--- config.mk ---
export PLATFORM = sky130hd
export DESIGN_NAME = bcd_updown_counter_n
export DESIGN_NICKNAME = d
export VERILOG_FILES = /design/src/rtl/bcd_updown_counter_n.sv
export SDC_FILE = /design/constraint.sdc
export NUM_CORES = 1
export LEC_CHECK = 0
export CAP_MARGIN = 10
export CORE_MARGIN = 10
export CORE_UTILIZATION = 40
export CTS_CLUSTER_DIAMETER = 30
export DETAILED_ROUTE_END_ITERATION = 8
export PLACE_DENSITY_LB_ADDON = 0.05
export SLEW_MARGIN = 20
export SYNTH_ARGS = -nofsm -noshare
export SYNTH_HDL_FRONTEND = slang
export SYNTH_SLANG_ARGS = --single-unit
--- constraint.sdc ---
create_clock -name CLOCK_50 -period 2.65 [get_ports CLOCK_50]
set_input_delay 0.3975 -clock CLOCK_50 [delete_from_list [all_inputs] [get_ports CLOCK_50]]
set_output_delay 0.3975 -clock CLOCK_50 [all_outputs]
set_load 0.01 [all_outputs]
--- src/rtl/bcd_updown_counter_n.sv ---
// N-digit BCD up/down counter with tick prescaler, load, wrap/saturate and seven-segment decode.
// Optional leading-zero blanking on the hex outputs when BCD_CNT_LZB_EN is defined.
module bcd_updown_counter_n #(
  parameter int DIGITS   = 4,
  parameter int TICK_DIV = 50000000
) (
  input  logic                  CLOCK_50,
  input  logic                  reset,
  input  logic                  enable,
  input  logic                  up,
  input  logic                  sat,
  input  logic                  load,
  input  logic [4*DIGITS-1:0]   load_val,
  output logic [4*DIGITS-1:0]   bcd,
  output logic [7*DIGITS-1:0]   hex,
  output logic                  tick,
  output logic                  tc
);

  localparam int PW = (TICK_DIV > 1) ? $clog2(TICK_DIV) : 1;
  localparam logic [PW-1:0] PRESC_LAST = PW'(TICK_DIV - 1);

  logic [PW-1:0]       r_presc;
  logic [4*DIGITS-1:0] r_bcd;
  logic                r_tc;

  logic [4*DIGITS-1:0] w_inc;
  logic [4*DIGITS-1:0] w_dec;
  logic [4*DIGITS-1:0] w_load_clamped;
  logic [DIGITS:0]     w_carry;
  logic [DIGITS:0]     w_borrow;
  logic                w_wrap;

  function automatic logic [6:0] seg7(input logic [3:0] d);
    logic [6:0] s;
    case (d)
      4'd0:    s = 7'b1000000;
      4'd1:    s = 7'b1111001;
      4'd2:    s = 7'b0100100;
      4'd3:    s = 7'b0110000;
      4'd4:    s = 7'b0011001;
      4'd5:    s = 7'b0010010;
      4'd6:    s = 7'b0000010;
      4'd7:    s = 7'b1111000;
      4'd8:    s = 7'b0000000;
      4'd9:    s = 7'b0010000;
      default: s = 7'b1111111;
    endcase
    return s;
  endfunction

  assign w_carry[0]  = 1'b1;
  assign w_borrow[0] = 1'b1;

`ifdef BCD_CNT_LZB_EN
  // w_zero_hi[i]: digit i and every digit above it are zero
  logic [DIGITS:1] w_zero_hi;
  assign w_zero_hi[DIGITS] = 1'b1;
`endif

  generate
    for (genvar gi = 0; gi < DIGITS; gi++) begin : g_digit
      logic [3:0] w_d;
      logic [3:0] w_ld;
      assign w_d  = r_bcd[4*gi +: 4];
      assign w_ld = load_val[4*gi +: 4];

      assign w_inc[4*gi +: 4]  = !w_carry[gi]  ? w_d : ((w_d == 4'd9) ? 4'd0 : w_d + 4'd1);
      assign w_carry[gi+1]     = w_carry[gi] && (w_d == 4'd9);
      assign w_dec[4*gi +: 4]  = !w_borrow[gi] ? w_d : ((w_d == 4'd0) ? 4'd9 : w_d - 4'd1);
      assign w_borrow[gi+1]    = w_borrow[gi] && (w_d == 4'd0);

      assign w_load_clamped[4*gi +: 4] = (w_ld > 4'd9) ? 4'd9 : w_ld;

`ifdef BCD_CNT_LZB_EN
      if (gi == 0) begin : g_lsd
        assign hex[7*gi +: 7] = seg7(w_d);
      end else begin : g_upper
        if (gi < DIGITS - 1) begin : g_mid
          assign w_zero_hi[gi] = (w_d == 4'd0) && w_zero_hi[gi+1];
        end else begin : g_top
          assign w_zero_hi[gi] = (w_d == 4'd0);
        end
        assign hex[7*gi +: 7] = w_zero_hi[gi] ? 7'b1111111 : seg7(w_d);
      end
`else
      assign hex[7*gi +: 7] = seg7(w_d);
`endif
    end
  endgenerate

  // Boundary reached: all-9s going up or all-0s going down
  assign w_wrap = up ? w_carry[DIGITS] : w_borrow[DIGITS];
  assign tick   = (r_presc == PRESC_LAST);

  always_ff @(posedge CLOCK_50 or negedge reset) begin
    if (!reset) begin
      r_presc <= '0;
      r_bcd   <= '0;
      r_tc    <= 1'b0;
    end else begin
      r_tc <= 1'b0;
      if (load) begin
        r_bcd   <= w_load_clamped;
        r_presc <= '0;
      end else begin
        r_presc <= tick ? '0 : r_presc + 1'b1;
        if (tick && enable) begin
          r_tc <= w_wrap;
          if (!(sat && w_wrap))
            r_bcd <= up ? w_inc : w_dec;
        end
      end
    end
  end

  assign bcd = r_bcd;
  assign tc  = r_tc;

endmodule

==> summary.txt <==
Power
  – Net Switching: 0.000771 W
  – Power Dens Cells: 453 nW/um^2
  – Switching Fraction: 0.359
  – Clock power frac: 0.217
  – Internal power: 0.00137 W
  – Worst vdd ir: 0.208 mV
  – Sequential share of power: 0.339
  – Power Total: 0.00215 W
  – Leakage: 2.01 nW
  – Logic gate share of total power: 0.444

Finish
  – N_diodes: 0
  – Layout filler cell count: 887
  – Area grow syn2layout: 31.7%
  – Final Net Count: 589
  – Most frequent cells in the layout: clkdlybuf4s50_1, nor2_1, nand2_1, dfrtp_1, buf_4
  – Multi-input gate area: 2380 um^2
  – Commonest non-fill, non-tap cell in the layout: clkdlybuf4s50_1
  – Share of layout cells above drive strength 1: 0.140
  – Register area: 1080 um^2

Timing
  – Tcrit/Tclk final: 0.950
  – Worst Tran Pin Value: 0.567 ns
  – TNS Setup: 0 ns
  – RSZ-0062 raised after global routing: no
  – Highest Clock Rate: 397 MHz
  – Final Hold Viols: 0
  – Max Slew Vio Count: 0
  – Tmin final: 2.52 ns
  – Clk_skew: 0.0109 ns
  – Final setup vio count: 0
  – Max_slew headroom: 0.618

Global routing
  – GRT Total Usage: 0.155
  – Pin count of the biggest net entering global routing: 44
  – Vias in the first global route: 3496
  – Antenna violations before repair: 0
  – First-pass GRT wire length: 17400 um
  – Final global-route overflow total: 0

Flow run
  – MaxCap Viol Count: 0

Critical path
  – Worst Path Arrival: 2.12 ns
  – Startpoint type of the worst setup path: flip-flop
  – Crit Path Category: reg -> out
  – CP Data Required Time: 2.25 ns
  – CP max FO: 7
  – Critical Path End Type: output port

Clocking
  – Post-CTS Setup Bufs: 0
  – Clk root buf: clkbuf_8
  – Depth of the CTS H-tree: 2
  – Sink Count: 43
  – TritonCTS clock tree: done
  – Clock Latency Late Sink: 0.30 ns
  – Hold_buf cts: 0
  – TritonCTS Buffers: 5
  – Clk buf depth: 2
  – Clock-pin slew on the worst setup and hold paths: 0.09 ns

Detailed routing
  – DR vias/cell: 5.51
  – Drt initial violations: 155
  – First-pass DRT Iterations: 4
  – Routed Antenna Nets: 0
  – Wirelength per Cell: 15.8 um
  – Drc violations: 0
  – Final wirelength: 10300 um
  – Vias: 3587

Floorplanning
  – Initial Util: 0.412
  – Ports: 68
  – Die area: 13200 um^2
  – Core area: 8720 um^2
  – Die height: 115 um
  – Placement Rows: 34
  – Die W: 115 um

Outcome
  – Status: complete, no violations

Synthesis
  – Ranking of synthesized cells by area: dfrtp_1, ha_1, nor2_1
  – Share of the synthesized area in the top cell type: 0.299
  – Post-synth EDFFs: 0
  – Flops & latches, synth: 43
  – Register area share after synthesis: 0.299
  – Syn Inst Count: 447
  – Unique masters post-synth: 61
  – Ys async rst share: 1.00
  – Dominant cell type by area after synthesis: dfrtp_1
  – Syn avg cell area: 8.04 um^2
  – Syn Nets: 494
  – Post-Syn Area: 3590 um^2
  – Most used DFF post-synth: dfrtp_1
  – Synth warn: 0

Placement
  – Port Buf Inserts: 67
  – Dpl hpwl: 7900 um
  – RD Place Congestion: 0.933

Hold path
  – HP Class: in -> async
[critical path: stages (launching register included)]
cell	delay [ns]
dfrtp_1	0.39
buf_4	0.16
ha_1	0.24
or2_2	0.28
a21oi_1	0.18
a31oi_1	0.06
clkdlybuf4s50_1	0.50
[Yosys cell counts (3+ instances only)]
library cell  number
o21ai_0           25
dfrtp_1           43
a31oi_1           10
clkbuf_1          13
nand4_1            8
mux2i_1            7
ha_1              25
nand3b_1           6
a21oi_1           28
inv_1             15
nor3_1             8
nor2_1            59
nand3_1           21
nor4_1             8
o31ai_1            4
o21a_1             5
xnor2_1            8
o21ai_1            5
nand2b_1           4
or2_2              5
xor2_1            20
or4_1              3
buf_2              4
nand2_1           44
o211ai_1           7
nor2b_1            3
clkinv_1           4
and3_1             9
or3b_2             4
[registers in the layout (all words and copies together), names as in the netlist]
name,count
tc,1
r_presc,26
bcd,16
[cells by family (layout without fill, tap and decap cells)]
family | Yosys count | count (layout) | share of synthesized area
adder cells (fa/ha/maj) | 25 | 25 | 0.0870
AND/OR/NAND/NOR | 198 | 198 | 0.288
flip-flops | 43 | 43 | 0.299
buffers and inverters | 38 | 134 | 0.0421
XOR/XNOR | 28 | 28 | 0.0682
AO/OA/AOI/OAI | 107 | 107 | 0.193
multiplexers | 8 | 8 | 0.0226
[power by group through the flow]
stage                     Combinational (W)  Sequential, W  Clock, W
final                              0.000953       0.000728  0.000465
after global routing                0.00106       0.000733  0.000503
after CTS                          0.000961       0.000724  0.000478
after detailed placement           0.000958       0.000737         0
after global placement             0.000951       0.000737         0
after floorplan                    0.000455       0.000759         0
[cell type report]
cell class / count / area share
Clock buffer: 6 / 0.0175
Timing Repair Buffer: 107 / 0.204
Clock inverter: 2 / 0.00344
Inverter: 19 / 0.0159
Sequential cell: 43 / 0.228
Tap cell: 108 / 0.0286
Multi-Input combinational cell: 366 / 0.503
[metal layers]
metal  up-vias  wire (um)  part of all wire  GRT usage
met1      1700       4480              0.44      0.191
li1       1805          -                 -          -
met2        72       5120              0.50      0.274
met4         0        109             0.011     0.0305
met3        10        558             0.054     0.0302
met5         -          0                 0          0
[worst paths after layout]
kind                            startpoint         end  slack, ns  cells past startpoint
worst max-delay path                bcd[0]      hex[3]       0.13                      6
worst max register to register      bcd[4]     bcd[15]       0.15                      9
max in group asynchronous            reset     bcd[10]       2.06                      2
min in group CLOCK_50           r_presc[0]  r_presc[0]       0.51                      1
worst min register to register  r_presc[0]  r_presc[0]       0.51                      1
worst min-delay path                 reset  r_presc[5]       0.15                      2
[per-stage QoR]
stage               worst slack, ns  utilization  hold slack (ns)  instance area (um^2)  instances
finish                        0.133        0.543            0.153                  4730        651
CTS                          0.0951        0.541            0.178                  4720        651
global placement              0.116        0.529            0.502                  4610        643
floorplan                    0.0180            -            0.102                  3590        447
detailed placement           0.0247        0.529            0.506                  4610        643
global route                0.00133        0.543            0.204                  4730        651
[repair_timing]
action | in CTS | in global routing
gates resized for setup | 2 | 7
endpoints found under the setup margin | 1 | 14
gates cloned | 0 | 0
(Power assumes the default switching activity.)
